--- src/rtl/seq_101_gen_if.sv ---
// Handshake and serial-output bundle for seq_101_gen.
// SEQ_GEN_MATCH_CNT_EN adds the match_cnt signal.
interface seq_101_gen_if #(
  parameter int unsigned WIDTH = 8,
  parameter int unsigned REP_W = 4,
  parameter int unsigned CNT_W = 8
) ();
  logic             start;
  logic [WIDTH-1:0] data_in;
  logic [REP_W-1:0] rep_in;
  logic             abort;
  logic             ready;
  logic             x;
  logic             x_valid;
  logic             done;
`ifdef SEQ_GEN_MATCH_CNT_EN
  logic [CNT_W-1:0] match_cnt;

  modport master (
    output start, data_in, rep_in, abort,
    input  ready, x, x_valid, done, match_cnt
  );

  modport slave (
    input  start, data_in, rep_in, abort,
    output ready, x, x_valid, done, match_cnt
  );
`else
  modport master (
    output start, data_in, rep_in, abort,
    input  ready, x, x_valid, done
  );

  modport slave (
    input  start, data_in, rep_in, abort,
    output ready, x, x_valid, done
  );
`endif
endinterface

--- src/rtl/seq_101_gen.sv ---
// Serial pattern transmitter: shifts a latched word out MSB-first, rep_in+1 times, then pulses done.
// Define SEQ_GEN_MATCH_CNT_EN to add a saturating count of overlapping "101" in the sent bits.
module seq_101_gen #(
  parameter int unsigned WIDTH = 8,
  parameter int unsigned REP_W = 4,
  parameter int unsigned CNT_W = 8
) (
  input logic          clk,
  input logic          reset_n,
  seq_101_gen_if.slave bus
);

  localparam int unsigned BitW = $clog2(WIDTH);
  localparam logic [BitW-1:0] LastBit = BitW'(WIDTH - 1);

  if (WIDTH < 2 || WIDTH > 32) begin : g_bad_width
    $error("seq_101_gen: WIDTH must be in 2..32");
  end
  if (CNT_W < 1) begin : g_bad_cnt_w
    $error("seq_101_gen: CNT_W must be at least 1");
  end

  typedef enum logic [1:0] {StIdle, StShift, StDone} state_e;

  state_e           state_q, state_d;
  logic [WIDTH-1:0] shift_q, shift_d;
  logic [WIDTH-1:0] word_q, word_d;
  logic [BitW-1:0]  bit_cnt_q, bit_cnt_d;
  logic [REP_W-1:0] rep_q, rep_d;

  always_ff @(posedge clk or negedge reset_n) begin
    if (!reset_n) begin
      state_q   <= StIdle;
      shift_q   <= '0;
      word_q    <= '0;
      bit_cnt_q <= '0;
      rep_q     <= '0;
    end else begin
      state_q   <= state_d;
      shift_q   <= shift_d;
      word_q    <= word_d;
      bit_cnt_q <= bit_cnt_d;
      rep_q     <= rep_d;
    end
  end

  always_comb begin
    state_d   = state_q;
    shift_d   = shift_q;
    word_d    = word_q;
    bit_cnt_d = bit_cnt_q;
    rep_d     = rep_q;
    unique case (state_q)
      StIdle: begin
        if (bus.start) begin
          shift_d   = bus.data_in;
          word_d    = bus.data_in;
          rep_d     = bus.rep_in;
          bit_cnt_d = '0;
          state_d   = StShift;
        end
      end
      StShift: begin
        if (bus.abort) begin
          state_d = StIdle;
        end else if (bit_cnt_q == LastBit) begin
          // Reload from the latched copy so repeats ignore later data_in changes.
          if (rep_q != '0) begin
            shift_d   = word_q;
            rep_d     = rep_q - REP_W'(1);
            bit_cnt_d = '0;
          end else begin
            state_d = StDone;
          end
        end else begin
          shift_d   = {shift_q[WIDTH-2:0], 1'b0};
          bit_cnt_d = bit_cnt_q + BitW'(1);
        end
      end
      StDone: state_d = StIdle;
      default: state_d = StIdle;
    endcase
  end

  assign bus.ready   = (state_q == StIdle);
  assign bus.x_valid = (state_q == StShift);
  assign bus.x       = (state_q == StShift) & shift_q[WIDTH-1];
  assign bus.done    = (state_q == StDone);

`ifdef SEQ_GEN_MATCH_CNT_EN
  logic [1:0]       hist_q, hist_d;
  logic [CNT_W-1:0] cnt_q, cnt_d;

  always_ff @(posedge clk or negedge reset_n) begin
    if (!reset_n) begin
      hist_q <= '0;
      cnt_q  <= '0;
    end else begin
      hist_q <= hist_d;
      cnt_q  <= cnt_d;
    end
  end

  always_comb begin
    hist_d = hist_q;
    cnt_d  = cnt_q;
    if (state_q == StIdle && bus.start) begin
      hist_d = '0;
      cnt_d  = '0;
    end else if (state_q == StShift) begin
      hist_d = {hist_q[0], shift_q[WIDTH-1]};
      if ({hist_q, shift_q[WIDTH-1]} == 3'b101 && cnt_q != '1) begin
        cnt_d = cnt_q + CNT_W'(1);
      end
    end
  end

  assign bus.match_cnt = cnt_q;
`endif

endmodule

--- src/flat_wrapper.sv ---
// flat-port wrapper written by rule: the top's interface ports become plain ports
module seq_101_gen_flat 
#(
  parameter int unsigned WIDTH = 8,
  parameter int unsigned REP_W = 4,
  parameter int unsigned CNT_W = 8
)
  (clk, reset_n, bus_start, bus_data_in, bus_rep_in, bus_abort, bus_ready, bus_x, bus_x_valid, bus_done);
  seq_101_gen_if #(.WIDTH(WIDTH), .REP_W(REP_W), .CNT_W(CNT_W)) bus_i ();
  input logic clk;
  input logic reset_n;
  input wire logic [$bits(bus_i.start)-1:0] bus_start;
  input wire logic [$bits(bus_i.data_in)-1:0] bus_data_in;
  input wire logic [$bits(bus_i.rep_in)-1:0] bus_rep_in;
  input wire logic [$bits(bus_i.abort)-1:0] bus_abort;
  output wire logic [$bits(bus_i.ready)-1:0] bus_ready;
  output wire logic [$bits(bus_i.x)-1:0] bus_x;
  output wire logic [$bits(bus_i.x_valid)-1:0] bus_x_valid;
  output wire logic [$bits(bus_i.done)-1:0] bus_done;
  assign bus_i.start = bus_start;
  assign bus_i.data_in = bus_data_in;
  assign bus_i.rep_in = bus_rep_in;
  assign bus_i.abort = bus_abort;
  assign bus_ready = bus_i.ready;
  assign bus_x = bus_i.x;
  assign bus_x_valid = bus_i.x_valid;
  assign bus_done = bus_i.done;
  seq_101_gen #(.WIDTH(WIDTH), .REP_W(REP_W), .CNT_W(CNT_W)) u_core (.clk(clk), .reset_n(reset_n), .bus(bus_i));
endmodule
--- config.mk ---
export PLATFORM = sky130hd
export DESIGN_NAME = seq_101_gen_flat
export DESIGN_NICKNAME = d
export VERILOG_FILES = /design/src/rtl/seq_101_gen_if.sv /design/src/rtl/seq_101_gen.sv /design/src/flat_wrapper.sv
export SDC_FILE = /design/constraint.sdc
export NUM_CORES = 1
export LEC_CHECK = 0
export BUFFER_PORTS_ARGS = -buffer_cell sky130_fd_sc_hd__buf_2
export CAP_MARGIN = 10
export CORE_UTILIZATION = 61
export CTS_CLUSTER_SIZE = 8
export DETAILED_ROUTE_END_ITERATION = 10
export PLACE_DENSITY = 0.84
export SLEW_MARGIN = 30
export SYNTH_ARGS = -nofsm -noshare
export SYNTH_HDL_FRONTEND = slang
export SYNTH_SLANG_ARGS = --single-unit
export TNS_END_PERCENT = 10
--- constraint.sdc ---
create_clock -name clk -period 3.29 [get_ports clk]
set_clock_uncertainty 0.2 [all_clocks]
set_input_delay 0.658 -clock clk [delete_from_list [all_inputs] [get_ports clk]]
set_output_delay 0.658 -clock clk [all_outputs]
set_load 0.005 [all_outputs]
==> results of run 1 <==
==> registers in the layout, summed over array words and instances (netlist names) <==
register / cells
u_core.word_q: 8
u_core.rep_q: 4
u_core.shift_q: 8
u_core.bit_cnt_q: 3
u_core.state_q: 2
==> where the power goes <==
group / total, mW / switching (mW) / internal, mW / leakage (nW)
Sequential: 0.491 / 0.0815 / 0.410 / 0.305
Combinational: 0.405 / 0.153 / 0.252 / 0.453
Clock: 0.145 / 0.0988 / 0.0467 / 0.0139
Total: 1.04 / 0.333 / 0.709 / 0.772
==> cells in the mapped netlist (2+ instances only) <==
cell type  number
o2bb2ai_1       4
o22ai_1         2
mux2i_1         2
nor2_1          3
a22oi_1         4
and2_1          3
mux2_4         19
mux2_2          3
nor3_1          3
mux2_1          9
ha_1            4
buf_6           5
inv_1           4
nand2b_1        2
nand2_1         4
nor3b_1         3
dfrtp_1        25
==> routing by layer <==
metal | track usage | up-vias | part of all wire
met3 | 0.04386 | 2 | 0.041
met1 | 0.3096 | 480 | 0.45
met2 | 0.3766 | 25 | 0.50
li1 | - | 448 | -
met5 | 0 | - | 0
met4 | 0.08108 | 0 | 0.011
==> final cells by class <==
type / count / share of cell area
inverter: 5 / 0.01329
clock buffer: 3 / 0.01407
multi-input combinational: 77 / 0.4910
tap: 28 / 0.02189
clock inverter: 1 / 0.004691
timing repair buffer: 20 / 0.06411
sequential: 25 / 0.3909
==> kinds of logic (layout without fill, tap and decap cells) <==
family                   Yosys count  count (layout)  share of synthesized area
flip-flops                        25              25                     0.4177
adder cells (fa/ha/maj)            4               4                    0.03342
buffers and inverters             12              29                    0.05764
AND/OR/NAND/NOR                   26              26                     0.1186
multiplexers                      33              33                     0.2941
AO/OA/AOI/OAI                     14              14                    0.07852
==> metrics by stage <==
stage	area, sq um	hold slack, ps
5_1_grt	1600	128.5
2_1_floorplan	1498	162.4
4_1_cts	1600	97.08
6_report	1600	85.96
3_5_place_dp	1570	288.9
3_3_place_gp	1570	272.2
==> worst max-delay path: stages (launching register included) <==
cell and delay (ps):
dfrtp_1 620, nand2b_1 430, inv_4 170, and2_1 190, buf_2 120
==> placed cells by master (no fill, tap or decap), types with 2 or more instances in the layout <==
cell / instances
inv_1: 4
o2bb2ai_1: 4
mux2i_1: 2
nand2b_1: 2
mux2_1: 9
o22ai_1: 2
nor3b_1: 3
dfrtp_1: 25
buf_2: 19
ha_1: 4
clkbuf_4: 3
nand2_1: 4
a22oi_1: 4
nor2_1: 3
mux2_2: 3
and2_1: 3
nor3_1: 3
mux2_4: 19
==> worst max-delay path by stage <==
stage                              from                end  slack [ps]  depth (start not counted)
floorplan           u_core.bit_cnt_q[0]  u_core.shift_q[3]        1230                          6
global placement              bus_abort  u_core.shift_q[2]         890                          5
detailed placement            bus_abort  u_core.shift_q[2]         840                          5
CTS                   u_core.state_q[1]              bus_x         550                          4
global route          u_core.state_q[1]              bus_x         440                          4
finish                u_core.state_q[1]              bus_x         560                          4
==> results by group, run 1 <==
STA
  – Final Slew Violations: 0
  – Setup_tns: 0 ps
  – Max Clk Rate: 366.1 MHz
  – Final hold vios: 0
  – Period utilisation layout: 0.8303
  – Relative slew slack: 0.6217
  – Worst-Margin Slew: 567.5 ps
  – PnR worst setup slack: 558.4 ps
  – Final setup violating endpoints: 0
  – Minimum clock period: 2732 ps
  – Unrepaired setup endpoints after global routing: no

Synth
  – Register area share after synthesis: 0.4177
  – Post-synthesis register bit count: 25
  – Yosys top cell by area: dfrtp_1
  – Syn Area/Cell: 13.14 sq um
  – Mapped Area: 1498 sq um
  – Syn nets: 134
  – Ys flop type: dfrtp_1
  – EDFF count, synth: 0
  – Cell variety after synth: 32
  – Synth Instances: 114
  – Synthesis Warnings: 0
  – Asr flop ratio synth: 1.000
  – Synth area leaders: dfrtp_1 (42%), mux2_4 (19%), mux2_1 (6.8%)
  – Synth top area share: 0.4177

Global routing
  – Gr ovfl total: 0
  – First-pass GRT wire length: 4457 microns
  – Initial antenna violation count: 0
  – Number of global-route vias before repair: 955
  – All-Layer GR Usage: 0.2317
  – Largest net degree at the start of global routing: 26

Clock network
  – H-tree depth: 1
  – Post-CTS Hold Fix Bufs: 0
  – Clock Path Buffers: 2
  – CTS root buffer: clkbuf_4
  – Reg clk slew, reported paths: 150 ps
  – CTS Sinks: 25
  – Post_cts resized: 0
  – Postcts setup bufs: 0
  – Num CTS Buffers: 3
  – Clock latency on the worst-skew pair: 340 ps
  – CTS tree: done

Die
  – Width of the die: 51.55 microns
  – Chip height: 51.55 microns
  – Number of I/O pins: 20
  – Starting Density: 0.6643
  – Row count: 17
  – Die area: 2657 sq um
  – Core area: 2255 sq um

Route
  – First-pass DRT Iterations: 4
  – DR iter-0 viols: 16
  – Vias after detailed routing: 955
  – DRC Markers: 0
  – Detailed-route wire length: 2580 microns
  – Drt wl/cell: 16.23 microns
  – Antenna Violating Nets Remaining: 0
  – Vias per cell: 6.006

Placement
  – IO Port Bufs: 19
  – RD Place Congestion: 0.7490
  – DP HPWL: 1867 microns
  – Placed cells: 155
  – Post-Place Setup Slack: 836.2 ps

Worst setup path
  – Setup CP Type: flop to primary output
  – Worst EP arrival: 1870 ps
  – CP startpoint kind: flop
  – Worst R2R Setup Slack: 830 ps
  – CP Capture Type: primary output
  – Worst EP required: 2430 ps
  – Reg2Reg Depth: 6
  – Crit Reg-Reg Endpoint: u_core.shift_q[5]
  – Crit Path Max Fanout: 13
  – R2r startpoint: u_core.bit_cnt_q[0]

Final layout
  – Fin util: 0.7098
  – Final nets: 152
  – Layout area overhead: 6.850%
  – Layout cell share with drive strength beyond 1: 0.4046
  – Final Non-Filler Cells: 159
  – Antenna diodes: 0
  – Filler cells: 184
  – Multi-input combinational cell area: 785.8 sq um
  – Register Area: 625.6 sq um

Job
  – # Max-Cap Violations: 0

Pwr
  – VDD IR max: 0.4243 mV
  – Total power: 1.042 mW
  – Power density over the cells: 651.0 nW/um^2
  – Leak: 0.7717 nW

Run status
  – Status: finished, final reports clean

Min path
  – Hold Crit Class: primary input to asynchronous set/reset pin
No activity file was read; power rests on OpenSTA's default activity.
==> inputs of run 2 (changes only) <==
Settings changed: ABC_AREA from default to 1, CORE_UTILIZATION 61 to 56, PLACE_DENSITY 0.84 to 0.78.
Clock period 3.29 ns to 2.8 ns, I/O delays scaled along.
==> run 2 against run 1 <==
  * The run now ends with negative hold slack left
  * Combinational power is essentially flat
  * Sequential power increased by 9.2%
  * Global-route usage grew 2.8 points
  * Largest cell class unchanged
==> results by group, run 2 <==
Run status
  – Status: complete, but fails checks
  – Violated checks: negative hold slack

Pwr
  – Sw Ratio: 0.3984 (+0.07876)
  – Power density over the cells: 706.6 nW/um^2 (+8.5%)
  – Sw power: 440.6 uW (+32%)
  – VDD IR max: 0.6083 mV (+43%)
  – Comb power frac: 0.366 (-0.023)
  – Cell internal pwr: 665.4 uW (-6.1%)
  – Leak: 0.8701 nW (+13%)
  – Seq pwr share: 0.484 (+0.012)
  – Clock power share: 0.150 (+0.010)

Clock network
  – Clock latency on the worst-skew pair: 330 ps (about the same)
  – Post-CTS Hold Fix Bufs: 0 (unchanged)
  – Postcts setup bufs: 0 (unchanged)
  – CTS tree: done
  – CTS root buffer: clkbuf_4
  – Num CTS Buffers: 3 (unchanged)
  – Post_cts resized: 0 (unchanged)
  – CTS Sinks: 25 (unchanged)
  – H-tree depth: 1 (unchanged)
  – Reg clk slew, reported paths: 140 ps (about the same)
  – Clock Path Buffers: 2 (unchanged)

Die
  – Starting Density: 0.6179 (-0.04635)
  – Width of the die: 52.58 microns (+2.0%)
  – Die area: 2765 sq um (+4.0%)
  – Number of I/O pins: 20 (unchanged)
  – Row count: 17 (unchanged)
  – Core area: 2318 sq um (+2.8%)
  – Chip height: 52.58 microns (+2.0%)

Final layout
  – Commonest non-fill, non-tap cell in the layout: nand2_1
  – Layout cell share with drive strength beyond 1: 0.1905 (-0.2141)
  – Antenna diodes: 0 (unchanged)
  – Final Non-Filler Cells: 238 (+50%)
  – Post-route cell area: 1565 sq um (-2.2%)
  – Register Area: 625.6 sq um (unchanged)
  – Filler cells: 212 (+15%)
  – Top Registers: u_core.shift_q x8, u_core.word_q x8, u_core.rep_q x4
  – Final nets: 231 (+52%)
  – Layout area overhead: 9.258%
  – Multi-input combinational cell area: 704.4 sq um (-10%)
  – Most frequent cells in the layout: nand2_1 (76), dfrtp_1 (25), inv_1 (19), buf_2 (19), nand3_1 (16)

Synth
  – Ys flop type: dfrtp_1
  – Post-synthesis simple-gate area fraction: 0.3624 (+0.2438)
  – Post-synth top cells: nand2_1 (76), dfrtp_1 (25), inv_1 (19), nand3_1 (16), nor2_1 (15)
  – Largest family of logic cells by synthesized area: simple AND/OR/NAND/NOR gates
  – Synth Area in Compound Gates: 0.07074 (-0.007787)
  – Mapped Area: 1433 sq um (-4.3%)
  – Cell variety after synth: 21 (-34%)
  – Syn Area/Cell: 7.501 sq um (-43%)
  – Asr flop ratio synth: 1.000 (unchanged)
  – Post-synthesis mux area share: 0.02358 (-0.2705)
  – Synth Instances: 191 (+68%)
  – Post-synthesis adder-cell area fraction: 0.03493 (+0.001518)
  – EDFF count, synth: 0 (unchanged)
  – Yosys top cell by area: dfrtp_1
  – Synth Area in XOR/XNOR: 0 (unchanged)
  – Synthesis Warnings: 0 (unchanged)
  – Post-synthesis register bit count: 25 (unchanged)
  – Synth area leaders: dfrtp_1 (44%), nand2_1 (20%), nand3_1 (5.6%)
  – Synth top area share: 0.4367 (+0.01897)
  – Syn nets: 211 (+57%)
  – Register area share after synthesis: 0.4367 (+0.01897)
  – Cell with the most instances after synthesis: nand2_1

Placement
  – Post-place instance area: 1535 sq um (-2.2%)
  – Post-Place Setup Slack: 904.4 ps (+68.16 ps)
  – RD Place Congestion: 0.8348 (+11%)
  – Placed cells: 234 (+51%)
  – IO Port Bufs: 19 (unchanged)
  – DP HPWL: 2149 microns (+15%)

STA
  – Final hold vios: 7 (+7)
  – Unrepaired setup endpoints after global routing: no
  – Relative slew slack: 0.6274 (+0.005760)
  – PnR worst setup slack: 635.0 ps (+76.60 ps)
  – Setup_tns: 0 ps (unchanged)
  – Max Clk Rate: 461.9 MHz
  – Worst hold slack: -3.752 ps (-89.72 ps)
  – Worst-Margin Slew: 558.8 ps (-8.640 ps)
  – Final setup violating endpoints: 0 (unchanged)
  – Final Slew Violations: 0 (unchanged)
  – Period utilisation layout: 0.7732
  – Minimum clock period: 2165 ps

Worst setup path
  – Worst EP arrival: 1410 ps (-460 ps)
  – Setup CP Type: flop to primary output
  – CP Capture Type: primary output
  – Worst EP required: 2040 ps (-390 ps)
  – Worst R2R Setup Slack: 800 ps (-30 ps)
  – Crit Path Max Fanout: 16 (+3)
  – CP startpoint kind: flop
  – Reg2Reg Depth: 7 (+1)

Route
  – Detailed-route wire length: 3076 microns (+19%)
  – Antenna Violating Nets Remaining: 0 (unchanged)
  – DRC Markers: 0 (unchanged)
  – First-pass DRT Iterations: 4 (unchanged)
  – Vias per cell: 5.328 (-11%)
  – Drt wl/cell: 12.92 microns (-20%)
  – DR iter-0 viols: 24 (+8)
  – Vias after detailed routing: 1268 (+33%)

Global routing
  – All-Layer GR Usage: 0.2600 (+0.02825)
  – Initial antenna violation count: 0 (unchanged)
  – Gr ovfl total: 0 (unchanged)
  – Met3 Usage GRT: 0.05507 (+0.01121)
  – Largest net degree at the start of global routing: 26 (unchanged)
  – Number of global-route vias before repair: 1221 (+28%)
  – Grt met1 use: 0.3327 (+0.02310)
  – GR Util met2: 0.4114 (+0.03477)
  – Busiest grt layer: met2
  – First-pass GRT wire length: 5147 microns (+15%)

Job
  – # Max-Cap Violations: 0 (unchanged)

Min path
  – Hold Crit Class: primary input to asynchronous set/reset pin
run 2: power groups by stage:
stage               registers [mW]  logic (mW)  clock network (mW)
floorplan                    0.521       0.322                   0
global placement             0.535       0.384                   0
detailed placement           0.541       0.403                   0
CTS                          0.533       0.405               0.173
global route                 0.548       0.472               0.182
finish                       0.536       0.405               0.166
run 2: final cells by class:
class	count	share of cell area
tap	28	0.02238
clock inverter	1	0.004796
timing repair buffer	19	0.06075
sequential	25	0.3997
clock buffer	3	0.01439
inverter	20	0.04796
multi-input combinational	142	0.4500
run 2: cells by family after synthesis:
kind of cell / after synthesis
AO/OA/AOI/OAI: 18
adder cells (fa/ha/maj): 4
buffers and inverters: 24
flip-flops: 25
multiplexers: 3
AND/OR/NAND/NOR: 117
run 2: critical path, cell delays in order, from the launching register on:
cell and delay [ps]:
dfrtp_1 480, inv_2 80, nor2_4 340, buf_2 190
run 2: final timing paths:
check / start / endpoint
max: u_core.state_q[0] / bus_x_valid
min in group clk: bus_data_in[6] / u_core.word_q[6]
max reg2reg: u_core.bit_cnt_q[0] / u_core.shift_q[5]
max in group asynchronous: reset_n / u_core.bit_cnt_q[1]
min reg2reg: u_core.word_q[3] / u_core.word_q[3]
min: reset_n / u_core.word_q[3]
run 2: stage by stage:
step | utilization | power [mW] | hold WS [ps]
2_1_floorplan | - | 0.8427 | 64.41
5_1_grt | 0.6751 | 1.202 | 27.50
6_report | 0.6751 | 1.106 | -3.752
4_1_cts | 0.6751 | 1.111 | 0.8138
3_3_place_gp | 0.6622 | 0.9187 | 259.6
3_5_place_dp | 0.6622 | 0.9435 | 263.2
run 2: metal layers:
metal,up-vias,share of wire
met5,-,0
met4,0,0.020
met3,10,0.059
met2,44,0.47
met1,581,0.45
li1,633,-
